==> config.mk <==
export PLATFORM = sky130hd
export DESIGN_NAME = or_event_collector_flat
export DESIGN_NICKNAME = d
export VERILOG_FILES = /design/src/rtl/or_evt_pkg.sv /design/src/rtl/or_event_collector_if.sv /design/src/rtl/evt_fifo.sv /design/src/rtl/or_event_collector.sv /design/src/flat_wrapper.sv
export SDC_FILE = /design/constraint.sdc
export NUM_CORES = 1
export LEC_CHECK = 0
export BUFFER_PORTS_ARGS = -buffer_cell sky130_fd_sc_hd__buf_4
export CAP_MARGIN = 20
export CORE_MARGIN = 10
export CORE_UTILIZATION = 58
export DETAILED_ROUTE_END_ITERATION = 8
export PLACE_DENSITY_LB_ADDON = 0.15
export SETUP_SLACK_MARGIN = 0.5
export SYNTH_ARGS = -nofsm -noshare
export SYNTH_HDL_FRONTEND = slang
export SYNTH_SLANG_ARGS = --single-unit
==> constraint.sdc <==
create_clock -name clk -period 3.1 [get_ports clk]
set_input_delay 0.155 -clock clk [delete_from_list [all_inputs] [get_ports clk]]
set_output_delay 0.155 -clock clk [all_outputs]
set_load 0.03 [all_outputs]
==> src/rtl/or_evt_pkg.sv <==
// Shared constants for the OR-vector event collector.
// Default widths match the 3-bit orgate_3bit result it monitors.
package or_evt_pkg;

    localparam int OR_EVT_WIDTH = 3;
    localparam int OR_EVT_CNT_W = 8;
    localparam int OR_EVT_DEPTH = 4;
    localparam int OR_EVT_TS_W  = 16;

endpackage

==> src/rtl/or_event_collector_if.sv <==
// Event record stream: valid/ready handshake carrying a rising-edge
// mask and timestamp. master = collector, slave = consumer.
interface or_event_collector_if
    import or_evt_pkg::*;
#(
    parameter int WIDTH = OR_EVT_WIDTH,
    parameter int TS_W  = OR_EVT_TS_W
) ();

    logic             evt_valid;
    logic             evt_ready;
    logic [WIDTH-1:0] evt_mask;
    logic [TS_W-1:0]  evt_time;

    modport master (
        output evt_valid,
        output evt_mask,
        output evt_time,
        input  evt_ready
    );

    modport slave (
        input  evt_valid,
        input  evt_mask,
        input  evt_time,
        output evt_ready
    );

endinterface

==> src/rtl/evt_fifo.sv <==
// Synchronous show-ahead FIFO; head is on data_out whenever !empty.
// Ports: push/data_in write, pop read, empty/full/level status.
module evt_fifo
    import or_evt_pkg::*;
#(
    parameter int DATA_W = OR_EVT_WIDTH + OR_EVT_TS_W,
    parameter int DEPTH  = OR_EVT_DEPTH
) (
    input  logic                     clk,
    input  logic                     rst,
    input  logic                     push,
    input  logic [DATA_W-1:0]        data_in,
    input  logic                     pop,
    output logic [DATA_W-1:0]        data_out,
    output logic                     empty,
    output logic                     full,
    output logic [$clog2(DEPTH):0]   level
);

    localparam int AW = $clog2(DEPTH);

    logic [AW:0]       wptr_q, wptr_d;
    logic [AW:0]       rptr_q, rptr_d;
    logic [DATA_W-1:0] mem_q [DEPTH];
    logic              do_push;
    logic              do_pop;

    // Extra wrap bit distinguishes full from empty when indices match.
    assign empty = (wptr_q == rptr_q);
    assign full  = (wptr_q[AW] != rptr_q[AW]) &&
                   (wptr_q[AW-1:0] == rptr_q[AW-1:0]);
    assign level = wptr_q - rptr_q;

    // A pop frees a slot, so a push into a full FIFO may proceed with it.
    assign do_pop  = pop && !empty;
    assign do_push = push && (!full || do_pop);

    assign data_out = empty ? '0 : mem_q[rptr_q[AW-1:0]];

    always_comb begin
        wptr_d = wptr_q;
        rptr_d = rptr_q;
        if (do_push) wptr_d = wptr_q + 1'b1;
        if (do_pop)  rptr_d = rptr_q + 1'b1;
    end

    always_ff @(posedge clk) begin
        if (rst) begin
            wptr_q <= '0;
            rptr_q <= '0;
        end else begin
            wptr_q <= wptr_d;
            rptr_q <= rptr_d;
        end
    end

    always_ff @(posedge clk) begin
        if (do_push) mem_q[wptr_q[AW-1:0]] <= data_in;
    end

endmodule

==> src/rtl/or_event_collector.sv <==
// Watches the OR vector for rising edges: saturating per-bit counters,
// sticky flags, and a FIFO of {mask, timestamp} records on evt.
// Ports: clk, rst (sync, active-high), in_vec, clr, evt (master),
// cnt_flat, sticky, overflow, fifo_level.
module or_event_collector
    import or_evt_pkg::*;
#(
    parameter int WIDTH = OR_EVT_WIDTH,
    parameter int CNT_W = OR_EVT_CNT_W,
    parameter int DEPTH = OR_EVT_DEPTH,
    parameter int TS_W  = OR_EVT_TS_W
) (
    input  logic                     clk,
    input  logic                     rst,
    input  logic [WIDTH-1:0]         in_vec,
    input  logic                     clr,
    or_event_collector_if.master     evt,
    output logic [WIDTH*CNT_W-1:0]   cnt_flat,
    output logic [WIDTH-1:0]         sticky,
    output logic                     overflow,
    output logic [$clog2(DEPTH):0]   fifo_level
);

    localparam int DW = WIDTH + TS_W;

    logic [WIDTH-1:0] in_q;
    logic [WIDTH-1:0] rise;
    logic [TS_W-1:0]  ts_q;
    logic [CNT_W-1:0] cnt_q [WIDTH];
    logic [CNT_W-1:0] cnt_d [WIDTH];
    logic [WIDTH-1:0] sticky_q, sticky_d;
    logic             ovf_q, ovf_d;

    logic             push;
    logic             drop;
    logic             f_empty;
    logic             f_full;
    logic [DW-1:0]    f_dout;

    // in_q is zero after reset, so a bit already high counts as a rise.
    assign rise = in_vec & ~in_q;
    assign push = |rise;

    // Drop only when full and the consumer is not freeing a slot.
    assign drop = push && f_full && !evt.evt_ready;

    evt_fifo #(
        .DATA_W (DW),
        .DEPTH  (DEPTH)
    ) u_fifo (
        .clk      (clk),
        .rst      (rst),
        .push     (push),
        .data_in  ({rise, ts_q}),
        .pop      (evt.evt_ready),
        .data_out (f_dout),
        .empty    (f_empty),
        .full     (f_full),
        .level    (fifo_level)
    );

    assign evt.evt_valid = !f_empty;
    assign evt.evt_mask  = f_dout[DW-1:TS_W];
    assign evt.evt_time  = f_dout[TS_W-1:0];

    always_comb begin
        for (int i = 0; i < WIDTH; i++) begin
            cnt_d[i] = cnt_q[i];
            if (clr) begin
                cnt_d[i] = CNT_W'(rise[i]);
            end else if (rise[i] && (cnt_q[i] != '1)) begin
                cnt_d[i] = cnt_q[i] + 1'b1;
            end
        end
        sticky_d = clr ? rise : (sticky_q | rise);
        ovf_d    = clr ? drop : (ovf_q | drop);
    end

    always_ff @(posedge clk) begin
        if (rst) begin
            in_q     <= '0;
            ts_q     <= '0;
            sticky_q <= '0;
            ovf_q    <= 1'b0;
            for (int i = 0; i < WIDTH; i++) cnt_q[i] <= '0;
        end else begin
            in_q     <= in_vec;
            ts_q     <= ts_q + 1'b1;
            sticky_q <= sticky_d;
            ovf_q    <= ovf_d;
            for (int i = 0; i < WIDTH; i++) cnt_q[i] <= cnt_d[i];
        end
    end

    for (genvar g = 0; g < WIDTH; g++) begin : g_cnt
        assign cnt_flat[g*CNT_W +: CNT_W] = cnt_q[g];
    end

    assign sticky   = sticky_q;
    assign overflow = ovf_q;

endmodule

==> src/flat_wrapper.sv <==
// flat-port wrapper written by rule: the top's interface ports become plain ports
module or_event_collector_flat import or_evt_pkg::*;
#(
    parameter int WIDTH = OR_EVT_WIDTH,
    parameter int CNT_W = OR_EVT_CNT_W,
    parameter int DEPTH = OR_EVT_DEPTH,
    parameter int TS_W  = OR_EVT_TS_W
)
  (clk, rst, in_vec, clr, cnt_flat, sticky, overflow, fifo_level, evt_evt_valid, evt_evt_mask, evt_evt_time, evt_evt_ready);
  or_event_collector_if #(.WIDTH(WIDTH), .TS_W(TS_W)) evt_i ();
  input  logic clk;
  input  logic rst;
  input  logic [WIDTH-1:0] in_vec;
  input  logic clr;
  output logic [WIDTH*CNT_W-1:0] cnt_flat;
  output logic [WIDTH-1:0] sticky;
  output logic overflow;
  output logic [$clog2(DEPTH):0] fifo_level;
  output wire logic [$bits(evt_i.evt_valid)-1:0] evt_evt_valid;
  output wire logic [$bits(evt_i.evt_mask)-1:0] evt_evt_mask;
  output wire logic [$bits(evt_i.evt_time)-1:0] evt_evt_time;
  input wire logic [$bits(evt_i.evt_ready)-1:0] evt_evt_ready;
  assign evt_evt_valid = evt_i.evt_valid;
  assign evt_evt_mask = evt_i.evt_mask;
  assign evt_evt_time = evt_i.evt_time;
  assign evt_i.evt_ready = evt_evt_ready;
  or_event_collector #(.WIDTH(WIDTH), .CNT_W(CNT_W), .DEPTH(DEPTH), .TS_W(TS_W)) u_core (.clk(clk), .rst(rst), .in_vec(in_vec), .clr(clr), .evt(evt_i), .cnt_flat(cnt_flat), .sticky(sticky), .overflow(overflow), .fifo_level(fifo_level));
endmodule
==> parameters.txt, run 1 <==
Parameter                              Value

STA
  Setup ws final    0.748 ns
  Actual slew at the worst max-slew pin    0.927 ns
  Hold slack final    between 0.04 and 0.05 ns
  Final setup vio count    0
  Worst relative slew slack    38.1%
  Highest achievable clock rate    425 MHz
  Aggregate negative setup slack    0 ns
  RSZ-0062 raised after global routing    no
  Post-layout min period    2.35 ns
  Setup skew after layout    0.0187 ns
  Count of final max-slew check failures    0
  Ratio of final minimum period to clock period    75.9%
  Count of endpoints failing hold in the final timing report    0

Clock tree
  H-tree level count    4
  Post-CTS Setup Repair Bufs    0
  Hold_buf cts    4
  Clock tree from TritonCTS    built
  Clock insertion delay at the later pin of the skew report    approximately 0.5 ns
  Maximum clock path buffer count    2
  Post-CTS clock slew at the launch and capture registers of the worst setup and hold paths    0.06 ns
  Clock sink count    131
  Number of clock buffers inserted by TritonCTS    17
  Cell chosen for the clock root    sky130_fd_sc_hd__clkbuf_8
  Quantity of gates resized following cts    0

Power and ir drop
  Power per unit of standard cell area    806 nW/µm²
  Proportion of power drawn by combinational gates    about a quarter
  Post-layout total power    roughly 5.3 mW
  VDD IR max    0.452 mV
  Cell-internal power    3.77 mW
  Switch share    29.4%
  Clock share of power    37.1%
  NetSw    1.57 mW
  Leakage dissipation    about 2.5 nW
  Sequential group share of total power    38.7%

Route
  Via-per-instance ratio    5.79
  Wirelength, routed    10800 µm
  1st-iter DRT viols    233
  Number of DRC violations after detailed routing    0
  Final routed wire length divided by cell count    about 18 µm
  Routed via count    3527
  Antenna-violating nets left    0
  DRT Pass-1 Iters    4

Yosys
  Portion of the post-synthesis area used by sequential elements    62.1%
  Most common library cells after synthesis    76 x sky130_fd_sc_hd__edfxtp_1, 55 x sky130_fd_sc_hd__dfxtp_1, 35 x sky130_fd_sc_hd__nor2_1, 23 x sky130_fd_sc_hd__nor2b_1
  Yosys warning total    0
  Area of the mapped netlist    5450 µm²
  Average cell area after synthesis    around 13 µm²
  Largest cells by area after synthesis    sky130_fd_sc_hd__edfxtp_1 42%, sky130_fd_sc_hd__dfxtp_1 20%, sky130_fd_sc_hd__mux4_2 7.9%
  Dominant cell by count in the synthesized netlist    sky130_fd_sc_hd__edfxtp_1
  Number of distinct library cells after synthesis    55
  Number of register bits inferred by synthesis    131
  Number of instances in the synthesized netlist    412
  EDFF count, synth    76
  Proportion of synthesized flip-flops having asynchronous set or reset    0%
  Top cell type's share of synthesized area    41.9%
  Most used DFF post-synth    sky130_fd_sc_hd__edfxtp_1
  Area leader, netlist    sky130_fd_sc_hd__edfxtp_1
  Number of nets produced by synthesis    431

Floorplanning
  Die Outline Area    13700 µm²
  Horiz. Die Dim    117 µm
  Vertical die dimension    117 µm
  Area of the placeable core    roughly 9200 µm²
  Number of primary I/O pins    58
  Site row count    35
  Initial core utilization    59.3%

Flow run
  Number of max-cap violations    0

Placement
  Cell area after placement    5990 µm²
  DP Worst Slack    0.777 ns
  Buffers on Ports    57
  Cell count after placement    between 500 and 600
  Routability congestion estimate    ~0.84
  Dpl hpwl    7040 µm

GRT
  Gr usage total    between 10% and 20%
  Antenna violations before repair    0
  Vias in the first global route    between 3000 and 4000
  Maximum number of pins on one net before global-route repair    40
  Total congestion overflow after global routing    0
  First-pass GRT wire length    17800 µm

Worst setup path
  Startpoint type of the worst setup path    flip-flop
  Required arrival time at the worst endpoint    slightly below 3 ns
  CP Max Fanout    19
  Worst EP arrival    2.20 ns
  Classification of the worst setup path    reg -> out
  Worst Setup End Kind    output port

Status
  Result of the run    finished, final reports clean

Finish
  Area grow syn2layout    21.7%
  N_diodes    0
  Final Instance Area    6630 µm²
  Nets    504
  Number of non-filler instances in the completed layout    609
  Share of layout cells above drive strength 1    24.7%
  Utilization after layout    72.1%
  # fillers    618

Worst hold path
  Hold Crit Class    in -> reg
-- sequential cells by signal (all words and copies together) (netlist names), named ones only --
| name | count |
|---|---|
| u_core.ts_q | 16 |
| u_core.overflow | 1 |
| u_core.in_q | 3 |
| u_core.cnt_q | 24 |
| u_core.sticky | 3 |
| u_core.u_fifo.rptr_q | 3 |
| u_core.u_fifo.mem_q | 76 |
| u_core.u_fifo.wptr_q | 3 |
-- cells in the final DEF, fill, tap and decap left out, types with 4 or more instances in the layout --
cell                            synthesis  final
sky130_fd_sc_hd__a21oi_1               19     19
sky130_fd_sc_hd__nand4_1                4      4
sky130_fd_sc_hd__mux4_2                19     19
sky130_fd_sc_hd__a31oi_1                7      7
sky130_fd_sc_hd__and4_1                 4      4
sky130_fd_sc_hd__nor3_1                 8      8
sky130_fd_sc_hd__and2_1                 5      5
sky130_fd_sc_hd__xnor2_1                7      7
sky130_fd_sc_hd__nand3_1               17     17
sky130_fd_sc_hd__mux2i_1                8      8
sky130_fd_sc_hd__nand2_1               15     15
sky130_fd_sc_hd__o21ai_0                9      9
sky130_fd_sc_hd__nor2_1                35     35
sky130_fd_sc_hd__clkinv_4               0      5
sky130_fd_sc_hd__dlygate4sd3_1          0      4
sky130_fd_sc_hd__nor2b_1               23     23
sky130_fd_sc_hd__inv_6                  0      4
sky130_fd_sc_hd__edfxtp_1              76     76
sky130_fd_sc_hd__xor2_1                 9      9
sky130_fd_sc_hd__ha_1                  11     11
sky130_fd_sc_hd__buf_4                  1     64
sky130_fd_sc_hd__inv_1                 17     17
sky130_fd_sc_hd__dfxtp_1               55     55
sky130_fd_sc_hd__clkbuf_16              0     16
-- final cells by class --
| type | instances | area, µm² | share of cell area, % |
|---|---|---|---|
| Tap cell | 111 | 139 | 2.09 |
| Timing Repair Buffer | 68 | 520 | 7.85 |
| Inverter | 17 | 63.8 | 0.962 |
| Clock buffer | 19 | 422 | 6.36 |
| Sequential cell | 131 | 3380 | 51.0 |
| Clock inverter | 13 | 176 | 2.66 |
| Multi-Input combinational cell | 250 | 1930 | 29.1 |
-- routing by layer --
metal / wire length, µm / GRT usage [%] / up-vias
li1: - / - / 1690
met1: 4960 / 21.5 / 1755
met2: 5370 / 27.2 / 80
met3: 484 / 5.25 / 2
met4: 24 / 3.79 / 0
met5: 0 / 0 / -
-- worst max-delay path, stage by stage, from the launching register on --
cell and delay [ns]:
sky130_fd_sc_hd__dfxtp_1 0.92, sky130_fd_sc_hd__mux4_2 0.44, sky130_fd_sc_hd__nor2b_1 0.15, sky130_fd_sc_hd__buf_4 0.17
-- power by group through the flow --
stage                     combinational [mW]  clock [mW]  sequential [mW]
after global placement                  1.29           0             2.10
after floorplan                        0.900           0             2.08
after detailed placement                1.31           0             2.11
final                                   1.29        1.98             2.07
after CTS                               1.32        2.01             2.07
after global routing                    1.40        2.10             2.09
-- cell families (layout without fill, tap and decap cells) --
group	count (synthesis)	count (layout)	share of synthesized area, %
xor gates and xnor gates	16	16	2.57
and+or+nand+nor	142	142	14.5
DFF	131	131	62.1
AOI/OAI and AO/OA	53	53	6.08
adders and majority gates	12	12	2.89
muxes	27	27	9.32
buffers and inverters	31	117	2.53
-- worst paths after layout --
path	start	to	slack [ns]	cells past startpoint
setup reg to reg	u_core.u_fifo.wptr_q[0]	u_core.u_fifo.mem_q[3][2]	0.77	6
setup / recovery	flip-flop	evt_evt_mask[0]	0.75	3
hold / removal	rst	u_core.ts_q[13]	0.05	2
hold reg to reg	u_core.cnt_q[0][15]	u_core.cnt_q[0][15]	0.50	2
Power figures use the tool's default switching activity.
==> run 2, diff against run 1 <==
==> constraint.sdc (replaced) <==
create_clock -name clk -period 2.3 [get_ports clk]
set_input_delay 0.115 -clock clk [delete_from_list [all_inputs] [get_ports clk]]
set_output_delay 0.115 -clock clk [all_outputs]
set_load 0.03 [all_outputs]
==> run 2 against run 1 <==
Net effect: global-route usage rose by 3.3 points; highest routed layer unchanged; clock skew fell by 0.012 ns; routed wire length rose by 22%; combinational power rose by 110%; critical endpoint is now evt_evt_time[0]; largest power group unchanged; critical path type unchanged; count of clock-buffer cells in the layout fell by 1; worst setup slack got worse by 0.50 ns; first-iteration DRC count rose by 30%; critical path depth rose by 1.
==> parameters.txt, run 2 (synthesized netlist as in run 1, its figures left out) <==
Parameter                              Value

Status
  Result of the run    finished, final reports clean

GRT
  Gr usage total    20.1% (+3.3 points)
  Total congestion overflow after global routing    0 (unchanged)
  Maximum number of pins on one net before global-route repair    40 (unchanged)
  Vias in the first global route    3903 (+12%)
  First-pass GRT wire length    20700 µm (+16%)
  Antenna violations before repair    0 (unchanged)

Route
  Antenna-violating nets left    0 (unchanged)
  Wirelength, routed    13200 µm (+22%)
  1st-iter DRT viols    303 (+30%)
  Number of DRC violations after detailed routing    0 (unchanged)
  Routed via count    3777 (+7.1%)
  DRT Pass-1 Iters    6 (+2)
  Via-per-instance ratio    5.89 (+1.7%)
  Final routed wire length divided by cell count    20.7 µm (+16%)

Finish
  N_diodes    0 (unchanged)
  Highest-count cells in the layout ignoring fill and taps    76 x sky130_fd_sc_hd__edfxtp_1, 62 x sky130_fd_sc_hd__buf_4, 48 x sky130_fd_sc_hd__dfxtp_1
  Number of flip-flops under the largest register name    76 (unchanged)
  # fillers    520 (-16%)
  Area grow syn2layout    33.8%
  Number of non-filler instances in the completed layout    641 (+5.3%)
  Nets    537 (+6.5%)
  Leading cell type in the layout, fill and taps excluded    sky130_fd_sc_hd__edfxtp_1
  Share of layout cells above drive strength 1    34.5% (+9.8 points)

Worst setup path
  Slowest stage cell on the critical path    sky130_fd_sc_hd__mux4_2
  Crit path cell chain    clkbuf_16 -> mux4_2 -> nor2b_1 -> buf_4
  Cell count along the critical path    4 (+1)
  Depth of the worst register-to-register path    7 (+1)
  Destination of the critical timing path    evt_evt_time[0]
  RR Startpoint    u_core.u_fifo.wptr_q[0]
  Required arrival time at the worst endpoint    2.18 ns (-0.76 ns)
  Max incr delay on CP    0.50 ns (-0.42 ns)
  CP delay by family, top    multiplexers
  Startpoint type of the worst setup path    flip-flop
  Worst EP arrival    1.94 ns (-0.26 ns)
  CP Max Fanout    5 (-14)
  Number of buffers and inverters on the critical path    2 (+1)
  Classification of the worst setup path    reg -> out
  Worst Setup End Kind    output port
  Worst flop-to-flop path endpoint    u_core.u_fifo.mem_q[1][15]
  Slack of the worst reg-to-reg path    0.35 ns (-0.42 ns)

Power and ir drop
  Proportion of power drawn by combinational gates    33.1% (+9.0 points)
  Cell-internal power    5.71 mW (+51%)
  Clock share of power    32.5% (-4.6 points)
  Sequential group share of total power    34.4% (-4.3 points)
  Power per unit of standard cell area    1120 nW/µm² (+39%)
  Leakage dissipation    2.78 nW (+11%)
  Switch share    30.0% (+0.59 points)
  Post-layout total power    8.16 mW (+53%)
  VDD IR max    0.546 mV (+21%)
  NetSw    2.45 mW (+56%)

STA
  Post-layout min period    2.05 ns
  RSZ-0062 raised after global routing    yes
  Worst relative slew slack    68.1% (+30 points)
  Actual slew at the worst max-slew pin    0.475 ns (-0.451 ns)
  Hold slack final    0.380 ns (+0.333 ns)
  Highest achievable clock rate    487 MHz
  Ratio of final minimum period to clock period    between 80% and 90%
  Setup skew after layout    0.00626 ns (-0.0124 ns)
  Final setup vio count    0 (unchanged)
  Aggregate negative setup slack    0 ns (unchanged)
  Count of endpoints failing hold in the final timing report    0 (unchanged)
  Count of final max-slew check failures    0 (unchanged)

Placement
  Routability congestion estimate    0.788 (-6.2%)
  Buffers on Ports    57 (unchanged)
  Cell count after placement    571 (-0.35%)
  Dpl hpwl    7310 µm (+3.8%)

Worst hold path
  Hold Crit Class    in -> reg

Clock tree
  H-tree level count    4 (unchanged)
  Clock tree from TritonCTS    built
  Clock sink count    131 (unchanged)
  Clock insertion delay at the later pin of the skew report    0.52 ns (about the same)
  Post-CTS clock slew at the launch and capture registers of the worst setup and hold paths    0.06 ns (about the same)
  Number of clock buffers inserted by TritonCTS    17 (unchanged)
  Cell chosen for the clock root    sky130_fd_sc_hd__clkbuf_8
  Maximum clock path buffer count    2 (unchanged)

Floorplanning
  Initial core utilization    59.3% (unchanged)
  Vertical die dimension    117 µm (unchanged)
  Die Outline Area    13700 µm² (unchanged)
  Number of primary I/O pins    58 (unchanged)
  Area of the placeable core    9200 µm² (unchanged)
  Horiz. Die Dim    117 µm (unchanged)
  Site row count    35 (unchanged)

Flow run
  Number of max-cap violations    0 (unchanged)
[run 2: cell types whose count changed in the layout (fill, tap and decap cells not counted), sizes merged]
cell         previous run  this run
and2                    5         7
buf                    64        91
inv                    21        19
dlygate4sd3             4         6
clkbuf                 19        20
clkinv                  5         7
[run 2: worst reg2reg max path, cell delays in order, from the launching register on]
cell and delay, ns:
sky130_fd_sc_hd__dfxtp_4 0.36, sky130_fd_sc_hd__inv_4 0.04, sky130_fd_sc_hd__ha_4 0.24, sky130_fd_sc_hd__and3b_2 0.24, sky130_fd_sc_hd__a32oi_4 0.30, sky130_fd_sc_hd__and2_4 0.24
sky130_fd_sc_hd__buf_12 0.12, sky130_fd_sc_hd__buf_16 0.12
[run 2: cell type report]
class	count	area (µm²)	area share [%]
repair buffers	99	1040	14.3
multi-input cells	252	2070	28.3
inverters	17	68.8	0.944
clock inverters	13	160	2.20
well taps	111	139	1.90
flip-flops and latches	131	3400	46.6
clock buffers	18	418	5.73
[run 2: per-stage QoR]
step,utilization [%],worst slack [ns],instance area [µm²]
finish,79.3,0.246,7290
global route,79.3,0.210,7290
CTS,77.1,0.239,7090
detailed placement,65.5,0.342,6020
global placement,65.5,0.369,6020
floorplan,-,0.513,5490
[run 2: power by group through the flow]
stage	clock [mW]	combinational [mW]	sequential [mW]
2_1_floorplan	0	1.24	2.81
3_3_place_gp	0	1.80	2.80
3_5_place_dp	0	1.83	2.82
4_1_cts	2.65	2.39	2.79
5_1_grt	2.77	2.86	2.82
6_report	2.65	2.70	2.80
[run 2: what timing repair did]
action,CTS,global route
resized for setup,32,29
hold endpoints to repair,9,0
pin swaps,10,9
setup endpoints to repair,99,90
hold buffers,6,0
buffers inserted,20,5
gates cloned,6,2
[run 2: routing by layer]
metal | up-vias | track usage (%) | wire (µm)
met2 | 132 | 34.2 | 6830
met5 | - | 0 | 0
met3 | 11 | 5.76 | 849
li1 | 1758 | - | -
met1 | 1876 | 23.5 | 5420
met4 | 0 | 7.74 | 134
[run 2: worst min path at each step]
stage / from / to / slack [ns] / cells past startpoint
5_1_grt: in_vec[2] / u_core.in_q[2] / 0.39 / 3
6_report: in_vec[2] / u_core.in_q[2] / 0.38 / 3
2_1_floorplan: in_vec[0] / u_core.in_q[0] / 0.24 / 1
4_1_cts: in_vec[1] / u_core.in_q[1] / 0.36 / 3
3_3_place_gp: in_vec[2] / u_core.in_q[2] / 0.35 / 2
3_5_place_dp: in_vec[2] / u_core.in_q[2] / 0.36 / 2
